===== src/rtl/line_draw_scheduler.sv =====
// line_draw_scheduler: queues line commands, launches the line engine, forwards its pixels and sweeps a full-screen clear.
// Latency: a push reaches eng_start 2 cycles later; an engine write reaches vga_plot 1 cycle later; a clear is 19200 back-to-back plots.
// Backpressure: cmd_ready falls while the line queue is full; one clear request is latched, extra requests during a sweep are dropped.
// Optional feature macro LDS_CLIP_EN: off-screen engine writes are dropped and counted on clip_count.
module line_draw_scheduler #(
    parameter int H_RES      = 160,
    parameter int V_RES      = 120,
    parameter int FIFO_DEPTH = 4,
    parameter int COLOUR_W   = 3
) (
    input  logic                clk,
    input  logic                resetn,
    input  logic                cmd_valid,
    output logic                cmd_ready,
    input  logic [7:0]          cmd_x0,
    input  logic [7:0]          cmd_x1,
    input  logic [6:0]          cmd_y0,
    input  logic [6:0]          cmd_y1,
    input  logic [COLOUR_W-1:0] cmd_colour,
    input  logic                clear_req,
    input  logic [COLOUR_W-1:0] clear_colour,
    output logic                eng_start,
    output logic [7:0]          eng_x0,
    output logic [7:0]          eng_x1,
    output logic [6:0]          eng_y0,
    output logic [6:0]          eng_y1,
    output logic [COLOUR_W-1:0] eng_colour,
    input  logic                eng_done,
    input  logic                eng_we,
    input  logic [7:0]          eng_x,
    input  logic [6:0]          eng_y,
    output logic                vga_plot,
    output logic [7:0]          vga_x,
    output logic [6:0]          vga_y,
    output logic [COLOUR_W-1:0] vga_colour,
    output logic                busy
`ifdef LDS_CLIP_EN
    ,
    output logic [7:0]          clip_count
`endif
);

    localparam int PTR_W = (FIFO_DEPTH > 1) ? $clog2(FIFO_DEPTH) : 1;
    localparam int CNT_W = $clog2(FIFO_DEPTH + 1);
    localparam logic [CNT_W-1:0] FULL_CNT = CNT_W'(FIFO_DEPTH);
    localparam logic [7:0] X_LAST = 8'(H_RES - 1);
    localparam logic [6:0] Y_LAST = 7'(V_RES - 1);

    typedef struct packed {
        logic [7:0]          x0;
        logic [6:0]          y0;
        logic [7:0]          x1;
        logic [6:0]          y1;
        logic [COLOUR_W-1:0] colour;
    } line_cmd_t;

    typedef enum logic [1:0] {
        IDLE   = 2'd0,
        LAUNCH = 2'd1,
        DRAW   = 2'd2,
        CLEAR  = 2'd3
    } state_t;

    state_t           state_q, state_d;
    line_cmd_t        fifo_mem [FIFO_DEPTH];
    line_cmd_t        push_cmd, head;
    logic [PTR_W-1:0] wr_ptr, rd_ptr;
    logic [CNT_W-1:0] fifo_cnt;
    logic             push, pop, fifo_empty;
    logic             clear_pending;
    logic [COLOUR_W-1:0] clear_colour_q;
    logic [7:0]       cx;
    logic [6:0]       cy;
    logic             clear_last, pix_ok;

    assign push_cmd   = {cmd_x0, cmd_y0, cmd_x1, cmd_y1, cmd_colour};
    assign head       = fifo_mem[rd_ptr];
    assign cmd_ready  = (fifo_cnt != FULL_CNT);
    assign fifo_empty = (fifo_cnt == '0);
    assign push       = cmd_valid && cmd_ready;
    assign eng_start  = (state_q == LAUNCH);
    assign busy       = (state_q != IDLE) || !fifo_empty || clear_pending;
    assign clear_last = (cx == X_LAST) && (cy == Y_LAST);

`ifdef LDS_CLIP_EN
    assign pix_ok = (eng_x <= X_LAST) && (eng_y <= Y_LAST);
`else
    assign pix_ok = 1'b1;
`endif

    // Command storage: written on accepted pushes, no reset needed for payload.
    always_ff @(posedge clk) begin
        if (push) begin
            fifo_mem[wr_ptr] <= push_cmd;
        end
    end

    // Queue pointers and occupancy; simultaneous push and pop leave the count unchanged.
    always_ff @(posedge clk or negedge resetn) begin
        if (!resetn) begin
            wr_ptr   <= '0;
            rd_ptr   <= '0;
            fifo_cnt <= '0;
        end else begin
            if (push) wr_ptr <= wr_ptr + 1'b1;
            if (pop)  rd_ptr <= rd_ptr + 1'b1;
            case ({push, pop})
                2'b10:   fifo_cnt <= fifo_cnt + 1'b1;
                2'b01:   fifo_cnt <= fifo_cnt - 1'b1;
                default: fifo_cnt <= fifo_cnt;
            endcase
        end
    end

    // State register.
    always_ff @(posedge clk or negedge resetn) begin
        if (!resetn) begin
            state_q <= IDLE;
        end else begin
            state_q <= state_d;
        end
    end

    // Next state: a pending clear beats queued lines; the engine handshake sequences each line.
    always_comb begin
        state_d = state_q;
        pop     = 1'b0;
        case (state_q)
            IDLE: begin
                if (clear_pending) begin
                    state_d = CLEAR;
                end else if (!fifo_empty) begin
                    pop     = 1'b1;
                    state_d = LAUNCH;
                end
            end
            LAUNCH: state_d = DRAW;
            DRAW:   if (eng_done) state_d = IDLE;
            CLEAR:  if (clear_last) state_d = IDLE;
            default: state_d = IDLE;
        endcase
    end

    // Launched line parameters, loaded on pop and held for the whole line.
    always_ff @(posedge clk or negedge resetn) begin
        if (!resetn) begin
            eng_x0     <= '0;
            eng_y0     <= '0;
            eng_x1     <= '0;
            eng_y1     <= '0;
            eng_colour <= '0;
        end else if (pop) begin
            eng_x0     <= head.x0;
            eng_y0     <= head.y0;
            eng_x1     <= head.x1;
            eng_y1     <= head.y1;
            eng_colour <= head.colour;
        end
    end

    // Clear latch: requests arriving mid-sweep are dropped, the sweep's last pixel retires it.
    always_ff @(posedge clk or negedge resetn) begin
        if (!resetn) begin
            clear_pending  <= 1'b0;
            clear_colour_q <= '0;
        end else if (clear_req && (state_q != CLEAR)) begin
            clear_pending  <= 1'b1;
            clear_colour_q <= clear_colour;
        end else if ((state_q == CLEAR) && clear_last) begin
            clear_pending  <= 1'b0;
        end
    end

    // Raster sweep counters; they end each sweep back at (0,0).
    always_ff @(posedge clk or negedge resetn) begin
        if (!resetn) begin
            cx <= '0;
            cy <= '0;
        end else if (state_q == CLEAR) begin
            if (cx == X_LAST) begin
                cx <= '0;
                cy <= (cy == Y_LAST) ? 7'd0 : cy + 1'b1;
            end else begin
                cx <= cx + 1'b1;
            end
        end
    end

    // Framebuffer port: one registered write per cycle from the sweep or the engine; coordinates hold when idle.
    always_ff @(posedge clk or negedge resetn) begin
        if (!resetn) begin
            vga_plot   <= 1'b0;
            vga_x      <= '0;
            vga_y      <= '0;
            vga_colour <= '0;
        end else begin
            vga_plot <= 1'b0;
            if (state_q == CLEAR) begin
                vga_plot   <= 1'b1;
                vga_x      <= cx;
                vga_y      <= cy;
                vga_colour <= clear_colour_q;
            end else if ((state_q == DRAW) && eng_we && pix_ok) begin
                vga_plot   <= 1'b1;
                vga_x      <= eng_x;
                vga_y      <= eng_y;
                vga_colour <= eng_colour;
            end
        end
    end

`ifdef LDS_CLIP_EN
    // Saturating count of engine writes that fell outside the screen.
    always_ff @(posedge clk or negedge resetn) begin
        if (!resetn) begin
            clip_count <= '0;
        end else if ((state_q == DRAW) && eng_we && !pix_ok && (clip_count != 8'hFF)) begin
            clip_count <= clip_count + 1'b1;
        end
    end
`endif

endmodule


===== config.mk =====
export PLATFORM = sky130hd
export DESIGN_NAME = line_draw_scheduler
export DESIGN_NICKNAME = d
export VERILOG_FILES = /design/src/rtl/line_draw_scheduler.sv
export SDC_FILE = /design/constraint.sdc
export NUM_CORES = 1
export LEC_CHECK = 0
export ABC_AREA = 0
export CAP_MARGIN = 20
export CORE_MARGIN = 2
export CORE_UTILIZATION = 49
export DETAILED_ROUTE_END_ITERATION = 10
export GPL_TIMING_DRIVEN = 0
export PLACE_DENSITY = 0.75
export SYNTH_ARGS = -nofsm -noshare
export SYNTH_HDL_FRONTEND = slang
export SYNTH_SLANG_ARGS = --single-unit

===== constraint.sdc =====
create_clock -name clk -period 2.3 [get_ports clk]
set_input_delay 0.23 -clock clk [delete_from_list [all_inputs] [get_ports clk]]
set_output_delay 0.23 -clock clk [all_outputs]
set_load 0.01 [all_outputs]

**After elaboration in Yosys (flattened, before gate mapping)**

Memories as Yosys holds them, arrays and structs flattened. A register that Yosys moved wholly into a read port is not among the register bits.
Cells that the tools add are included.

- Add/subtract/negate cells: 6
- Reductions and logical operators: 17
- Eq/ne operators: 12
- Mux-type cells: 23

Operators by type and width:

| operator | number |
|---|---|
| 8-bit two-way mux | 3 |
| 7-bit two-way mux | 3 |
| 1-bit two-way mux | 9 |
| 8-bit by 1-bit adder with 8-bit output (second input constant) | 1 |
| 8-bit == test (second input constant) | 1 |
| 2-bit two-way mux | 4 |
| 2-bit case mux with 4 select lines | 1 |
| 2-bit nonzero test | 4 |
| 7-bit by 1-bit adder with 7-bit output (second input constant) | 1 |
| 7-bit == test (second input constant) | 1 |
| 2-bit == test (second input constant) | 3 |
| 3-bit two-way mux | 2 |
| 2-bit inequality test (second input constant) | 3 |
| 3-bit inequality test (second input constant) | 2 |
| 3-bit case mux with 2 select lines | 1 |
| 1-bit logical AND | 5 |
| 2-bit by 1-bit adder with 2-bit output (second input constant) | 2 |
| 2-bit by 1-bit == test with 1-bit output (second input constant) | 2 |
| 3-bit by 1-bit adder with 3-bit output (second input constant) | 1 |
| 3-bit zero test | 1 |
| 3-bit AND reduction | 1 |
| 3-bit by 1-bit subtractor with 3-bit output (second input constant) | 1 |
| 1-bit zero test | 2 |
| 2-bit zero test | 1 |
| 2 further kinds | 3 |

- RAM bits: 132
- Output and inout bits: 55
- Word-level logic and storage cells: 71
- Register bits after elaboration: 47
- Memories: 1

Memories:

| name | depth | width | rd ports | clocked after Yosys merged registers in | write ports | line | source |
|---|---|---|---|---|---|---|---|
| fifo_mem | 4 | 33 | 1 | 1 | 1 | 65 | `line_cmd_t fifo_mem [FIFO_DEPTH];` |

**Longest topological paths before layout**

Gate-level depths: netlist of run 1.

- Depth after elaboration: 6
- Mapped depth: 10
- Gate-level depth less buffers: 10

**Worst setup path after synthesis of run 1**

No wires, ideal clock.

- Path type: register -> register
- Start: reg state_q[0]
- End: reg fifo_cnt[2]
- Setup time: 0.079 ns
- Arrival: 2.210 ns
- Stages on the path, launching flop included: 10
- Required time: 2.221 ns
- Path slack: 0.010 ns
- Cells stage by stage: dfrtp_1 > buf_6 > nor4_4 > buf_6 > ha_1 > inv_1 > fa_1 > xor2_1 > nor2_1 > xor2_1

- Cells in the longest elaborated chain, start to end: 4
- Elaborated cells between the ends (all ways): 6
- Classes of those cells: eq/ne (2); mux (2); reduce/logical (2)

RTL lines:

| element | line | source |
|---|---|---|
| from (decl) | 64 | `state_t state_q, state_d;` |
| from (signal assigned) | 120 | `state_q <= state_d;` |
| 2-bit zero test (*) | 128 | `case (state_q)` |
| 1-bit two-way mux (*) | 128 |  |
| named net pop | 69 | `logic push, pop, fifo_empty;` |
| 2-bit by 1-bit == test with 1-bit output or 2-bit == test (tied branches) | 107 | `case ({push, pop})` |
| 3-bit case mux with 2 select lines or 2-bit nonzero test (tied branches) | - |  |
| to (signal assigned) | 108 | `2'b10: fifo_cnt <= fifo_cnt + 1'b1;` |
| to (signal assigned) | 109 | `2'b01: fifo_cnt <= fifo_cnt - 1'b1;` |
| to (signal assigned) | 110 | `default: fifo_cnt <= fifo_cnt;` |
| to (decl) | 68 | `logic [CNT_W-1:0] fifo_cnt;` |

Mark *: on every way through the listed nets, which the timed path passes. The rest lies on a longest branch.
A chain may end at the register's enable or synchronous reset.

**Worst setup path after layout of run 1**

- Start: reg state_q[1]
- End: out busy

- Cells in the longest elaborated chain, start to end: 3

RTL lines:

| element | line | source |
|---|---|---|
| 2-bit nonzero test | 82 | `assign busy = (state_q != IDLE) \|\| !fifo_empty \|\| clear_pending;` |
| 1-bit logical OR (2 in series) | 82 |  |
| to (decl) | 36 | `output logic busy` |

Every way passes these cells.

==> reports/metrics.cfg, run 1 <==
[power]
p_per_area_nw_per_um2 = 1004
switchingPower_mw = 2.807
ir_drop_mv = 0.6209
clkPwrFrac_pct = 30.6
pwr-share-seq_pct = 49.5
power_frac_comb_pct = 19.8
p_int_mw = 7.718
netSwitchingFraction_pct = 26.67
total_power_mw = 10.52
power.leakage_nw = 3.929

[placement]
gp_congestion = 0.8024
place_hpwl_microns = 10510
port_buffers = 111
post-place-ws_ns = -0.3716

[clocking]
clock-sinks = 212
clk_latency_ns = 0.49
tritoncts = yes
cts-root-buf = clkbuf_16
cts_buffers = 22
clk_path_buf_depth = 3
clkTransAtPathRegs_ns = 0.06
h-tree-depth = 1

[flow_run]
max_cap_violations = 0

[synth]
synthArstFlopShare_pct = 37.74
synth_top_flop_cell = edfxtp_1
synth_area_leaders = edfxtp_1 48%, dfrtp_1 24%, mux4_2 9.0%, mux2_2 5.3%, mux2i_1 1.7%
syn_inst = 462
syn_area_sq_um = 8285
synth_xor_area_share_pct = 1.268
seq_area_frac_synth_pct = 72.00
synthesis.nets = 527
synth_edf_count = 132
ys_seq_elements = 212
synth.area.mux_share_pct = 15.96
synth_top_family_by_area = multiplexers
synth_top_area_share_pct = 47.84
yosys.area_share.simple_pct = 4.410
avgSynthCellArea_sq_um = 17.93
synth_warnings = 0
yosysTopAreaCell = edfxtp_1
synth-compound-area-share_pct = 3.096
synthAdderAreaFrac_pct = 1.299
netlist-cell-type-count = 42

[setup_path]
required_ns = 2.07
timing.rr.end = fifo_cnt[2]$_DFFE_PN0P_
crit_path_end_kind = output pin
endpoint = busy
reg2reg_depth = 9
cp-startpoint = state_q[1]$_DFFE_PN0P_
startpoint_type = register
r2r_start = state_q[0]$_DFFE_PN0P_
regToRegSetupSlack_ns = 0.19
worstPathArrival_ns = 1.95
crit_fanout = 10
crit_type = register to output pin

[sta]
worst_pin_slew_ns = 0.6920
slew_headroom_pct = 53.87
drv_slew = 0
worst_hold_slack_ns = 0.2545
hold_viol_final = 0
min_period_ns = 2.184
fmax_mhz = 458.0
setup_slack_ns = 0.1164
rsz0062_at_grt = no
finalCritPeriodShare_pct = 94.94
skew_ns = 0.01878
setup_viol = 0

[floorplan]
initial_core_util_pct = 49.96
fp.coreArea_sq_um = 16580
chipHeight_microns = 134.0
io_pins = 112
die_width_microns = 134.0
num_rows = 47
dieArea_sq_um = 17970

[status]
status = finished, final reports clean

[min_path]
hp-class = input pin to asynchronous set/reset pin

[finish]
num-nets-final = 671
area_delta_synth_final_pct = 26.56
drive_above_1_share_pct = 21.58
nFillCells = 1188

[grt]
grt_pass1_vias = 4906
grt_pass1_wl_microns = 25630
grt_overflow_total = 0
track_usage_pct = 18.50
grt_max_degree = 55
antenna_found_initial = 0

[route]
ant_nets = 0
vias = 4522
viasPerCell = 5.371
routed_wl_microns = 15990
drc = 0
wl_per_cell_microns = 18.99
drt-pass1-iter-count = 4
drt_iter0_drc = 278

==> cell families (layout without fill, tap and decap cells) <==
logic type	count (synthesis)	count (layout)
simple gates	71	71
compound gates	45	45
flops	212	212
buf+inv	28	187
fa+ha+maj	8	8
other cells	0	1
xor+xnor	12	12
mux	86	86
==> state kept, by name, indices dropped and copies added, names as in the netlist, 7 cells and up <==
register / count
cx: 8
cy: 7
eng_x0: 8
eng_x1: 8
eng_y0: 7
eng_y1: 7
fifo_mem: 132
vga_x: 8
vga_y: 7
==> layout make-up <==
cell class,count,area (sq um),share of cell area [%]
inverters,9,33.78,0.3222
well taps,220,275.3,2.625
flip-flops and latches,212,5967,56.90
plain buffers,19,130.1,1.241
repair buffers,120,1249,11.91
multi-input cells,222,2172,20.71
clock buffers,31,615.6,5.870
clock inverters,8,41.29,0.3937
diodes,1,2.502,0.02386
==> power by group through the flow <==
stage | Combinational [mW] | Sequential (mW) | Clock, mW
CTS | 2.12 | 5.21 | 3.30
detailed placement | 2.10 | 5.28 | 0
finish | 2.09 | 5.21 | 3.22
global route | 2.31 | 5.28 | 3.46
global placement | 1.93 | 5.25 | 0
floorplan | 1.11 | 5.27 | 0
==> routing by layer <==
layer  routed length (microns)  GRT usage (%)  vias up
li1                          -              -     2072
met1                      6603          23.61     2288
met2                      8131          31.94      139
met3                       948          4.195       23
met4                       308          5.614        0
met5                         0              0        -
==> placed cells by master, fill, tap and decap left out, drive strengths merged, types with 7 or more instances in the layout <==
cell type	Yosys	layout
edfxtp	132	132
clkdlybuf4s50	0	110
dfrtp	80	80
mux2	39	39
clkbuf	6	36
mux4	33	33
nand2	33	33
buf	13	23
o21ai	22	22
mux2i	14	14
inv	9	10
nor2	9	9
o22ai	9	9
a21oi	8	8
nand3	8	8
ha	7	7
clkinv	0	7
==> Yosys cell counts (all sizes together) (7+ instances only) <==
| cell type | count |
|---|---|
| nor2 | 9 |
| ha | 7 |
| mux4 | 33 |
| dfrtp | 80 |
| o22ai | 9 |
| inv | 9 |
| mux2i | 14 |
| edfxtp | 132 |
| buf | 13 |
| nand3 | 8 |
| o21ai | 22 |
| nand2 | 33 |
| mux2 | 39 |
| a21oi | 8 |
==> repair_timing <==
item | CTS | global route
hold buffers | 1 | 0
endpoints found under the hold margin | 26 | 0
buffers inserted | 1 | 2
gates resized for setup | 1 | 4
gates cloned | 0 | 0
endpoints found under the setup margin | 3 | 2
pin swaps | 1 | 1
==> worst max-delay path, cell delays in order (launching register included) <==
cell             delay [ns]
dfrtp_2                0.45
buf_2                  0.20
nor2_1                 0.17
nand3_1                0.14
clkdlybuf4s50_1        0.51
==> stage by stage <==
stage               setup TNS (ns)  utilization, %  std cells  instance area, sq um
finish                           0           63.23        842                 10490
global route                     0           63.22        841                 10480
CTS                              0           63.06        839                 10460
detailed placement         -0.5838           58.99        798                  9782
global placement           -225.09           58.32        793                  9672
floorplan                        0               -        462                  8285
==> worst min-delay path by stage <==
stage	start	endpoint	slack, ns	depth (start not counted)
floorplan	resetn	clear_colour_q[0]$_DFFE_PN0P_	-0.07	0
global placement	vga_x[3]$_DFFE_PN0P_	vga_x[3]$_DFFE_PN0P_	0.46	2
detailed placement	resetn	eng_x1[3]$_DFFE_PN0P_	0.21	1
CTS	resetn	eng_x0[2]$_DFFE_PN0P_	0.26	2
global route	resetn	eng_x1[3]$_DFFE_PN0P_	0.29	2
finish	resetn	eng_x1[3]$_DFFE_PN0P_	0.25	2
Note: power is estimated with default switching activity, not from simulation.
==> inputs of run 2 (changes only) <==
- CTS_BUF_LIST: not set -> sky130_fd_sc_hd__clkbuf_8 sky130_fd_sc_hd__clkbuf_16
==> run 2 against run 1 <==
  * Final cell count stayed put
  * Maximum frequency grew 0.41%
  * Critical endpoint unchanged
  * Sequential power about the same
  * Global-route usage did not move
  * Critical path depth unchanged
==> reports/metrics.cfg, run 2 (synthesis results as in run 1) <==
[status]
status = finished, final reports clean  ; unchanged

[finish]
drive_above_1_share_pct = 21.58  ; unchanged
fin_util_pct = 63.23  ; unchanged
largest_reg_flops = 132  ; unchanged
layout_common_cells = 132 x edfxtp_1, 110 x clkdlybuf4s50_1, 79 x dfrtp_1, 39 x mux2_2  ; unchanged
multi_input_area_sq_um = 2172  ; unchanged
nFillCells = 1188  ; unchanged
top_register = fifo_mem  ; unchanged
num-nets-final = 671  ; unchanged
area.sequential_sq_um = 5967  ; unchanged
area_delta_synth_final_pct = 26.56  ; unchanged
mostFrequentLayoutCell = edfxtp_1  ; unchanged

[clocking]
clkTransAtPathRegs_ns = 0.06  ; about the same
cts_buffers = 22  ; unchanged
clk_path_buf_depth = 3  ; unchanged
cts-root-buf = clkbuf_16  ; unchanged
h-tree-depth = 1  ; unchanged
tritoncts = yes  ; unchanged
clk_latency_ns = 0.49  ; about the same
clock-sinks = 212  ; unchanged

[setup_path]
crit_path_end_kind = output pin  ; unchanged
startpoint_type = register  ; unchanged
required_ns = 2.07  ; about the same
worstPathArrival_ns = 1.94  ; was 1.95 ns
crit_fanout = 10  ; unchanged
crit_type = register to output pin  ; unchanged

[grt]
grt-busiest-layer = met2  ; unchanged
grt_pass1_wl_microns = 25640  ; was 25630 microns
grt_max_degree = 55  ; unchanged
grt_use_met2_pct = 31.94  ; unchanged
grt_pass1_vias = 4907  ; was 4906
grtUsageMet1_pct = 23.61  ; unchanged
grt_use_met3_pct = 4.195  ; unchanged
grt_overflow_total = 0  ; unchanged
antenna_found_initial = 0  ; unchanged
track_usage_pct = 18.50  ; unchanged

[route]
drc = 0  ; unchanged
viasPerCell = 5.368  ; was 5.371
drt_iter0_drc = 276  ; was 278
drt-pass1-iter-count = 4  ; unchanged
ant_nets = 0  ; unchanged
routed_wl_microns = 15990  ; unchanged
wl_per_cell_microns = 18.99  ; unchanged
vias = 4520  ; was 4522

[sta]
slew_headroom_pct = 53.88  ; was 53.87%
worst_pin_slew_ns = 0.6918  ; was 0.6920 ns
setup_viol = 0  ; unchanged
setup_slack_ns = 0.1253  ; was 0.1164 ns
skew_ns = 0.01855  ; was 0.01878 ns
min_period_ns = 2.175  ; was 2.184 ns
rsz0062_at_grt = no  ; unchanged
fmax_mhz = 459.8  ; was 458.0 MHz
tns_ns = 0  ; unchanged
worst_hold_slack_ns = 0.2552  ; was 0.2545 ns
finalCritPeriodShare_pct = 94.55  ; was 94.94%
hold_viol_final = 0  ; unchanged
drv_slew = 0  ; unchanged

[power]
p_per_area_nw_per_um2 = 1001  ; was 1004 nW/um^2
ir_drop_mv = 0.6222  ; was 0.6209 mV
power.leakage_nw = 3.958  ; was 3.929 nW

[floorplan]
fp.coreArea_sq_um = 16580  ; unchanged
num_rows = 47  ; unchanged
chipHeight_microns = 134.0  ; unchanged
die_width_microns = 134.0  ; unchanged
initial_core_util_pct = 49.96  ; unchanged
io_pins = 112  ; unchanged
dieArea_sq_um = 17970  ; unchanged

[placement]
place_hpwl_microns = 10510  ; unchanged
port_buffers = 111  ; unchanged
post-place-ws_ns = -0.3716  ; unchanged
gp_congestion = 0.8024  ; unchanged

[min_path]
hp-class = input pin to asynchronous set/reset pin  ; unchanged

[flow_run]
max_cap_violations = 0  ; unchanged

[run 2: changes by cell type in the layout (fill, tap and decap cells not counted), sizes merged]
cell / before / now
clkbuf: 36 / 29
inv: 10 / 17
[run 2: metrics by stage]
stage	std cells	cell area, sq um	power (mW)
after CTS	839	10460	10.59
after global routing	841	10480	11.02
after floorplan	462	8285	6.375
after global placement	793	9672	7.172
after detailed placement	798	9782	7.376
final	842	10490	10.50
[run 2: what timing repair did]
item | CTS | global route
hold buffers | 1 | 0
resized for setup | 1 | 4
hold endpoints to repair | 26 | 0
setup endpoints to repair | 3 | 2
setup buffers | 1 | 2
pin swaps | 1 | 1
[run 2: path summary, 6_finish.rpt]
check	from	to	slack (ns)	depth (start not counted)
max in group asynchronous	resetn	state_q[1]$_DFFE_PN0P_	1.42	3
min in group clk	clear_colour[0]	clear_colour_q[0]$_DFFE_PN0P_	0.35	2
setup / recovery	state_q[1]$_DFFE_PN0P_	busy	0.13	4
hold / removal	resetn	eng_x1[3]$_DFFE_PN0P_	0.26	2
hold reg to reg	vga_y[5]$_DFFE_PN0P_	vga_y[5]$_DFFE_PN0P_	0.48	2
setup reg to reg	state_q[0]$_DFFE_PN0P_	fifo_cnt[2]$_DFFE_PN0P_	0.20	9
[run 2: power by group]
part / internal (mW) / switching [mW]
Sequential: 4.87 / 0.342
Combinational: 0.982 / 1.11
Clock: 1.83 / 1.36
Total: 7.69 / 2.81
[run 2: metal layers]
metal  part of all wire [%]  up-vias
li1                       -     2072
met1                     41     2295
met2                     51      130
met3                    5.9       23
met4                    1.9        0
met5                      0        -
[run 2: worst max-delay path, cell delays in order, from the launching register on]
cell and delay, ns:
dfrtp_2 0.45, buf_2 0.20, nor2_1 0.17, nand3_1 0.14, clkdlybuf4s50_1 0.51
[run 2: layout make-up]
cell class / count / share of cell area [%]
plain buffers: 19 / 1.241
multi-input cells: 222 / 20.71
diodes: 1 / 0.02386
clock inverters: 15 / 0.6443
well taps: 220 / 2.625
flip-flops and latches: 212 / 56.90
repair buffers: 120 / 11.91
inverters: 9 / 0.3222
clock buffers: 24 / 5.620
